[src/rtl/dcache_wr_buffer_pkg.sv]
// Shared types and widths for the dcache write buffer.
package dcache_wr_buffer_pkg;

   localparam int WB_TYPE_WID = 3;
   localparam int WB_DATA_WID = 32;
   localparam int WB_STRB_WID = WB_DATA_WID / 8;

   // One-hot drain states
   typedef enum logic [2:0] {
      D_IDLE  = 3'b001,
      D_ISSUE = 3'b010,
      D_WAIT  = 3'b100
   } drain_state_e;

endpackage

[src/rtl/dcache_wr_buffer_wb_entry_array.sv]
// Entry storage for the dcache write buffer: valid bits, payload registers,
// one write port, a head read port and per-entry word-address compare.
// WB_MERGE_EN adds a tail merge port and tail address match.
module wb_entry_array
   import dcache_wr_buffer_pkg::*;
#(
   parameter int DEPTH = 4,
   parameter int AW    = 32,
   parameter int DW    = 32
)
(
   input  logic                       aclk,
   input  logic                       aresetn,
   input  logic                       wr_en,
   input  logic [$clog2(DEPTH)-1:0]   wr_ptr,
   input  logic [WB_TYPE_WID-1:0]     wr_type,
   input  logic [AW-1:0]              wr_addr,
   input  logic [DW/8-1:0]            wr_strb,
   input  logic [DW-1:0]              wr_data,
`ifdef WB_MERGE_EN
   input  logic                       mrg_en,
   input  logic [$clog2(DEPTH)-1:0]   tail_ptr,
   output logic                       tail_hit,
`endif
   input  logic                       clr_en,
   input  logic [$clog2(DEPTH)-1:0]   clr_ptr,
   input  logic [$clog2(DEPTH)-1:0]   rd_ptr,
   output logic [WB_TYPE_WID-1:0]     rd_type,
   output logic [AW-1:0]              rd_addr,
   output logic [DW/8-1:0]            rd_strb,
   output logic [DW-1:0]              rd_data,
   input  logic [AW-1:0]              chk_addr,
   output logic                       chk_hit
);

   localparam int SW = DW / 8;

   logic [DEPTH-1:0]       vld_q;
   logic [WB_TYPE_WID-1:0] type_q [DEPTH];
   logic [AW-1:0]          addr_q [DEPTH];
   logic [SW-1:0]          strb_q [DEPTH];
   logic [DW-1:0]          data_q [DEPTH];
   logic [DEPTH-1:0]       chk_vec;
   logic                   unused_chk_lo;

   // Valid bits: set on allocate, cleared on pop, all dropped on reset
   always_ff @(posedge aclk) begin
      if (!aresetn) begin
         vld_q <= '0;
      end else begin
         if (clr_en) vld_q[clr_ptr] <= 1'b0;
         if (wr_en)  vld_q[wr_ptr]  <= 1'b1;
      end
   end

   // Payload: full write on allocate, byte-wise merge into the tail otherwise
   always_ff @(posedge aclk) begin
      if (wr_en) begin
         type_q[wr_ptr] <= wr_type;
         addr_q[wr_ptr] <= wr_addr;
         strb_q[wr_ptr] <= wr_strb;
         data_q[wr_ptr] <= wr_data;
      end
`ifdef WB_MERGE_EN
      else if (mrg_en) begin
         for (int b = 0; b < SW; b++) begin
            if (wr_strb[b]) begin
               data_q[tail_ptr][8*b +: 8] <= wr_data[8*b +: 8];
               strb_q[tail_ptr][b]        <= 1'b1;
            end
         end
      end
`endif
   end

   // Head read port
   always_comb begin
      rd_type = type_q[rd_ptr];
      rd_addr = addr_q[rd_ptr];
      rd_strb = strb_q[rd_ptr];
      rd_data = data_q[rd_ptr];
   end

   // Word-granular hazard compare over every valid entry, in-flight head included
   always_comb begin
      chk_vec = '0;
      for (int i = 0; i < DEPTH; i++) begin
         chk_vec[i] = vld_q[i] && (addr_q[i][AW-1:2] == chk_addr[AW-1:2]);
      end
   end

   assign chk_hit       = |chk_vec;
   assign unused_chk_lo = ^chk_addr[1:0];

`ifdef WB_MERGE_EN
   assign tail_hit = vld_q[tail_ptr] && (addr_q[tail_ptr][AW-1:2] == wr_addr[AW-1:2]);
`endif

endmodule

[src/rtl/dcache_wr_buffer.sv]
// In-order write buffer between the dcache write port and the AXI bridge.
// Each entry is held until its B response returns so chk_hit covers it.
// Optional feature macro: WB_MERGE_EN (merge same-word pushes into the tail).
//
//  state   | meaning
//  D_IDLE  | nothing in flight, waiting for a valid entry
//  D_ISSUE | presenting head entry on out_wr_*, waiting for out_wr_rdy
//  D_WAIT  | head accepted by bridge, waiting for out_wr_done to pop it
module dcache_wr_buffer
   import dcache_wr_buffer_pkg::*;
#(
   parameter int DEPTH = 4,
   parameter int AW    = 32,
   parameter int DW    = 32
)
(
   input  logic                       aclk,
   input  logic                       aresetn,
   input  logic                       in_wr_req,
   input  logic [WB_TYPE_WID-1:0]     in_wr_type,
   input  logic [AW-1:0]              in_wr_addr,
   input  logic [DW/8-1:0]            in_wr_wstrb,
   input  logic [DW-1:0]              in_wr_data,
   output logic                       in_wr_rdy,
   output logic                       out_wr_req,
   output logic [WB_TYPE_WID-1:0]     out_wr_type,
   output logic [AW-1:0]              out_wr_addr,
   output logic [DW/8-1:0]            out_wr_wstrb,
   output logic [DW-1:0]              out_wr_data,
   input  logic                       out_wr_rdy,
   input  logic                       out_wr_done,
   input  logic [AW-1:0]              chk_addr,
   output logic                       chk_hit,
   output logic                       wb_empty,
   output logic [$clog2(DEPTH):0]     wb_count
);

   localparam int PTR_W = $clog2(DEPTH);
   localparam int CNT_W = PTR_W + 1;

   logic [PTR_W-1:0]       wr_ptr_q, rd_ptr_q;
   logic [CNT_W-1:0]       count_q;
   drain_state_e           state_q, state_nxt;
   logic                   full, empty, push, alloc, pop;
   logic [WB_TYPE_WID-1:0] head_type;
   logic [AW-1:0]          head_addr;
   logic [DW/8-1:0]        head_strb;
   logic [DW-1:0]          head_data;

   assign full  = (count_q == CNT_W'(DEPTH));
   assign empty = (count_q == '0);
   assign pop   = (state_q == D_WAIT) && out_wr_done;

`ifdef WB_MERGE_EN
   logic [PTR_W-1:0] tail_ptr;
   logic             tail_hit, head_locked, merge_ok;

   // The head may not be modified once the bridge may have sampled it
   assign tail_ptr    = wr_ptr_q - PTR_W'(1);
   assign head_locked = (tail_ptr == rd_ptr_q) && (state_q != D_IDLE);
   assign merge_ok    = !empty && tail_hit && !head_locked;
   assign in_wr_rdy   = !full || merge_ok;
   assign push        = in_wr_req && in_wr_rdy;
   assign alloc       = push && !merge_ok;
`else
   assign in_wr_rdy   = !full;
   assign push        = in_wr_req && in_wr_rdy;
   assign alloc       = push;
`endif

   wb_entry_array #(.DEPTH(DEPTH), .AW(AW), .DW(DW)) u_entries (
      .aclk     (aclk),
      .aresetn  (aresetn),
      .wr_en    (alloc),
      .wr_ptr   (wr_ptr_q),
      .wr_type  (in_wr_type),
      .wr_addr  (in_wr_addr),
      .wr_strb  (in_wr_wstrb),
      .wr_data  (in_wr_data),
`ifdef WB_MERGE_EN
      .mrg_en   (push && merge_ok),
      .tail_ptr (tail_ptr),
      .tail_hit (tail_hit),
`endif
      .clr_en   (pop),
      .clr_ptr  (rd_ptr_q),
      .rd_ptr   (rd_ptr_q),
      .rd_type  (head_type),
      .rd_addr  (head_addr),
      .rd_strb  (head_strb),
      .rd_data  (head_data),
      .chk_addr (chk_addr),
      .chk_hit  (chk_hit)
   );

   // Pointers and occupancy; a same-cycle allocate and pop leave the count alone
   always_ff @(posedge aclk) begin
      if (!aresetn) begin
         wr_ptr_q <= '0;
         rd_ptr_q <= '0;
         count_q  <= '0;
      end else begin
         if (alloc) wr_ptr_q <= wr_ptr_q + PTR_W'(1);
         if (pop)   rd_ptr_q <= rd_ptr_q + PTR_W'(1);
         case ({alloc, pop})
            2'b10:   count_q <= count_q + CNT_W'(1);
            2'b01:   count_q <= count_q - CNT_W'(1);
            default: count_q <= count_q;
         endcase
      end
   end

   // Drain state register
   always_ff @(posedge aclk) begin
      if (!aresetn) state_q <= D_IDLE;
      else          state_q <= state_nxt;
   end

   // Drain next-state and bridge request; data fields read zero outside D_ISSUE
   always_comb begin
      state_nxt    = state_q;
      out_wr_req   = 1'b0;
      out_wr_type  = '0;
      out_wr_addr  = '0;
      out_wr_wstrb = '0;
      out_wr_data  = '0;
      case (state_q)
         D_IDLE: begin
            if (!empty) state_nxt = D_ISSUE;
         end
         D_ISSUE: begin
            out_wr_req   = 1'b1;
            out_wr_type  = head_type;
            out_wr_addr  = head_addr;
            out_wr_wstrb = head_strb;
            out_wr_data  = head_data;
            if (out_wr_rdy) state_nxt = D_WAIT;
         end
         D_WAIT: begin
            if (out_wr_done) state_nxt = (count_q > CNT_W'(1)) ? D_ISSUE : D_IDLE;
         end
         default: state_nxt = D_IDLE;
      endcase
   end

   assign wb_count = count_q;
   assign wb_empty = empty && (state_q == D_IDLE);

endmodule

[config.mk]
export PLATFORM = sky130hd
export DESIGN_NAME = dcache_wr_buffer
export DESIGN_NICKNAME = d
export VERILOG_FILES = /design/src/rtl/dcache_wr_buffer_pkg.sv /design/src/rtl/dcache_wr_buffer_wb_entry_array.sv /design/src/rtl/dcache_wr_buffer.sv
export SDC_FILE = /design/constraint.sdc
export NUM_CORES = 1
export LEC_CHECK = 0
export CELL_PAD_IN_SITES_DETAIL_PLACEMENT = 2
export CELL_PAD_IN_SITES_GLOBAL_PLACEMENT = 2
export CORE_ASPECT_RATIO = 1.5
export CORE_MARGIN = 2
export CORE_UTILIZATION = 30
export DETAILED_ROUTE_END_ITERATION = 12
export DONT_BUFFER_PORTS = 1
export PLACE_DENSITY = 0.57
export RECOVER_POWER = 25
export SYNTH_ARGS = -nofsm -noshare
export SYNTH_HDL_FRONTEND = slang
export SYNTH_HIERARCHICAL = 1
export SYNTH_SLANG_ARGS = --single-unit
export TNS_END_PERCENT = 30
[constraint.sdc]
create_clock -name aclk -period 7.19 [get_ports aclk]
set_input_delay 0.719 -clock aclk [delete_from_list [all_inputs] [get_ports aclk]]
set_output_delay 0.719 -clock aclk [all_outputs]
set_load 0.005 [all_outputs]
==> results.md <==
Floorplan:
- The area of the placeable core is 0.0427 sq mm.
- The count of boundary I/O pins is 186.
- In this run the core area contains 93 standard-cell rows.
- The starting density of the core is 30.2%.
- The die area is 0.0446 sq mm.
- The die is 173 um wide.
- In this run the vertical extent of the chip is 258 um.

Global routing:
- The initial antenna violation count was 0.
- The first global-routing pass estimated 50,300 um of wire.
- The via count of the first global-routing pass is 7,237.
- Entering global routing, the biggest net connects 58 pins.
- The total global-route track usage is 15.3%.
- The total overflow left after global routing is 0.

Synthesis:
- Of the post-synthesis cell area, the dominant cell type holds 66.2%.
- Sorting the synthesized cells by area gives the leading types as sky130_fd_sc_hd__edfxtp_1, sky130_fd_sc_hd__mux4_2, sky130_fd_sc_hd__xnor2_1, sky130_fd_sc_hd__and2_1, sky130_fd_sc_hd__xor2_1.
- The commonest cells after synthesis are sky130_fd_sc_hd__edfxtp_1, sky130_fd_sc_hd__xnor2_1, sky130_fd_sc_hd__and2_1, sky130_fd_sc_hd__mux4_2, sky130_fd_sc_hd__xor2_1.
- In this run, synthesis produced a sequential element count of 298.
- The synthesized design spends more area on one cell type than any other, namely sky130_fd_sc_hd__edfxtp_1.
- Counting every net in the synthesized netlist gives 819.
- The total number of yosys warnings is 6.
- For this run, the register share of the synthesized area comes to 68.4%.
- For this run, the leading register cell type out of synthesis is sky130_fd_sc_hd__edfxtp_1.
- The fraction of registers with async set/reset is 0%.
- In the post-synthesis netlist, the cell with the most instances is sky130_fd_sc_hd__edfxtp_1.
- Summing every instance area after synthesis gives 0.0129 sq mm.
- The number of distinct library cell variants in the gate-level netlist after synthesis is 39.
- The number of flops mapped to enable cells by yosys is 284.
- The mean cell area of the mapped netlist is 18.2 sq um.
- After technology mapping, the gate count stands at 706.

Routing:
- Dividing the detail-routed wire length by the instance count gives 26.4 um.
- The detailed router's first-iteration violation count is 265.
- For this run, the detailed router's first-pass iteration total came to 4.
- The number of nets with antenna violations after routing is 0.
- Across all layers, the routed design uses 6,270 vias.
- The final layout contains routed wiring with a total length of 34,300 um.
- The vias per cell is 4.82.
- In the routed design, unresolved DRC markers number 0.

Final layout:
- The fraction of layout cells with a size suffix above 1 is 17.7%.
- The filler cells instantiated in the layout total 4,234.
- The area overhead of the layout relative to synthesis is 11.0%.
- The number of antenna diodes in the final layout is 0.
- The net count of the finished layout is 822.

Clock tree:
- The largest buffer count on any clock path is 3.
- The total number of H-tree levels is 1.
- The number of buffers inserted to repair setup after CTS is 0.
- Clock-pin slew was measured on the worst setup and hold paths at 0.06 ns.
- After clock tree synthesis, the flow added hold-fix buffers numbering 0.
- The total CTS buffers is 31.
- The count of cells resized by post-cts repair is 0.
- The clock drives 298 sinks.
- The clock reaches the later pin of the worst-skew pair after 0.57 ns.
- The clock tree from TritonCTS is yes.
- Clock tree synthesis selected as its root buffer the cell sky130_fd_sc_hd__clkbuf_16.

Critical path:
- The endpoint of the worst register-to-register path is u_entries/addr_q[1][7].
- The launch instance of the worst register-to-register path is wb_count[0].
- The signal on the critical path passes through buf_4 -> mux4_2 -> and2_1.
- The worst-path maximum fanout is 41.
- The combined buffer and inverter count along the critical path is 1.
- The internal reg-to-reg setup slack is 4.00 ns.
- Tracing the worst setup path back leads to its startpoint at rd_ptr_q[0].
- Among all stages on the critical path, the largest delay is contributed by sky130_fd_sc_hd__dfxtp_4.
- The worst endpoint data arrival time is 3.13 ns.
- The critical path start-end classification is register to primary output.
- The worst setup path is captured at a primary output.
- STA classifies the critical path startpoint as a register.
- For this run, the slowest stage of the critical path takes 0.86 ns.
- The dominant delay contributor by cell family on the critical path is flip-flops.
- For the worst setup path, the data required time is 6.47 ns.
- The number of cells on the worst reg-to-reg path is 7.

Power:
- The share of total power dissipated in sequential elements is 54.7%.
- Internal power comes to 2.86 mW.
- Combinational logic burns 6.6% of the power.
- The power dissipated by switching net loads is 824 uW.
- The power per standard cell area is 257 mW/mm^2.
- The relative contribution of the clock network to total power is 38.7%.
- The peak supply drop is 260 uV.
- The switching power as a share of total power is 22.4%.
- The analysis attributes to cell leakage a power of 4.32 nW.
- The completed layout was analyzed and its total power is 3.68 mW.

Timing:
- The count of final max-slew check failures is 0.
- The fmax is 0.260 GHz.
- For the pin with the worst max-slew slack, the measured transition is 0.988 ns.
- The largest clock skew in the final design is 0.0122 ns.
- The time the final worst path needs with I/O delays and setup is 3.85 ns.
- Setup violations remaining at the end of the flow were counted as 0.
- The worst slew slack as a fraction of its limit is 34.1%.
- Setup repair after global routing left no endpoint under its margin.
- The ratio of final minimum period to clock period is 53.5%.
- Setup total negative slack on the finished layout was measured at 0 ns.
- The number of hold violations in the final report was 0.

Placement:
- The congestion estimate from routability-driven global placement came to 0.787.
- The total of buffers placed on input and output ports is 0.
- Detailed placement finished with a half-perimeter wire length of 23,300 um.

Worst hold path:
- The number of cells on the worst hold path is 0.
- In this run the most critical hold path is launched from in_wr_addr[2].
- The endpoint of the worst hold-timing path is u_entries/addr_q[2][2].
- The classification of the worst-slack hold path is input pin to register.

Job:
- The tool flagged a number of max-cap violations equal to 0.

Outcome:
- The run finished with clean final reports.
[through the flow]
step | cell area (sq um) | std cells | utilization [%] | hold WS, ns | setup slack [ns]
floorplan | 12900 | 706 | - | 0.474 | 0.313
global placement | 13400 | 1246 | 31.4 | 0.525 | 3.81
detailed placement | 13400 | 1246 | 31.4 | 0.561 | 3.81
CTS | 14300 | 1300 | 33.5 | 0.204 | 3.16
global route | 14300 | 1300 | 33.5 | 0.212 | 3.03
finish | 14300 | 1300 | 33.5 | 0.242 | 3.34
[worst max path at each step]
stage / end / slack [ns] / cells past startpoint
after CTS: out_wr_addr[25] / 3.16 / 3
after detailed placement: out_wr_addr[25] / 3.81 / 3
final: out_wr_addr[25] / 3.34 / 3
after global placement: out_wr_addr[25] / 3.81 / 3
after global routing: out_wr_addr[25] / 3.03 / 3
after floorplan: u_entries/addr_q[0][0] / 0.31 / 5
[cells by family (layout without fill, tap and decap cells)]
logic type      Yosys count  count (layout)  share of synthesized area (%)
compound gates           17              17                          0.855
fa+ha+maj                 5               5                          0.486
flops                   298             298                           68.4
mux                      73              73                           12.6
simple gates            145             145                           6.94
buf+inv                  44              68                           2.21
xor+xnor                124             124                           8.55
[metal layers]
layer / up-vias / share of wire [%] / global-route usage [%]
met4: 0 / 2.8 / 4.94
met5: - / 0 / 0
li1: 2737 / - / -
met1: 3313 / 34 / 15.4
met2: 168 / 56 / 29.9
met3: 52 / 6.7 / 4.62
[power by group through the flow]
stage / Clock, mW / Sequential [mW] / Combinational, mW
CTS: 1.48 / 2.01 / 0.253
global route: 1.53 / 2.02 / 0.267
finish: 1.43 / 2.01 / 0.242
detailed placement: 0 / 2.05 / 0.251
global placement: 0 / 2.04 / 0.245
floorplan: 0 / 2.04 / 0.177
[flip-flops by register name, summed over array words and instances, names as in the netlist]
signal / cells
u_entries/data_q: 128
u_entries/addr_q: 128
u_entries/type_q: 12
u_entries/strb_q: 16
wb_count: 3
wr_ptr_q: 2
u_entries/vld_q: 4
rd_ptr_q: 2
state_q: 3
[final cells by class]
cell class              count  area, sq um  area share [%]
multi-input cells         364         3810            26.6
clock inverters            17         78.8           0.551
flip-flops and latches    298         8820            61.7
clock buffers              37          798            5.58
inverters                   6         22.5           0.158
well taps                 570          713            4.99
repair buffers              8         60.1           0.420
[placed cells by master, fill, tap and decap left out, types with 6 or more instances in the layout]
master / instances
sky130_fd_sc_hd__nand2_1: 7
sky130_fd_sc_hd__edfxtp_1: 284
sky130_fd_sc_hd__nor4_1: 16
sky130_fd_sc_hd__a21oi_1: 8
sky130_fd_sc_hd__clkbuf_1: 6
sky130_fd_sc_hd__clkinv_1: 10
sky130_fd_sc_hd__xor2_1: 46
sky130_fd_sc_hd__buf_4: 8
sky130_fd_sc_hd__nand4_1: 25
sky130_fd_sc_hd__dfxtp_1: 12
sky130_fd_sc_hd__clkbuf_16: 31
sky130_fd_sc_hd__nor2_1: 6
sky130_fd_sc_hd__xnor2_1: 76
sky130_fd_sc_hd__and2_1: 71
sky130_fd_sc_hd__mux4_2: 71
Power figures use the tool's default switching activity.
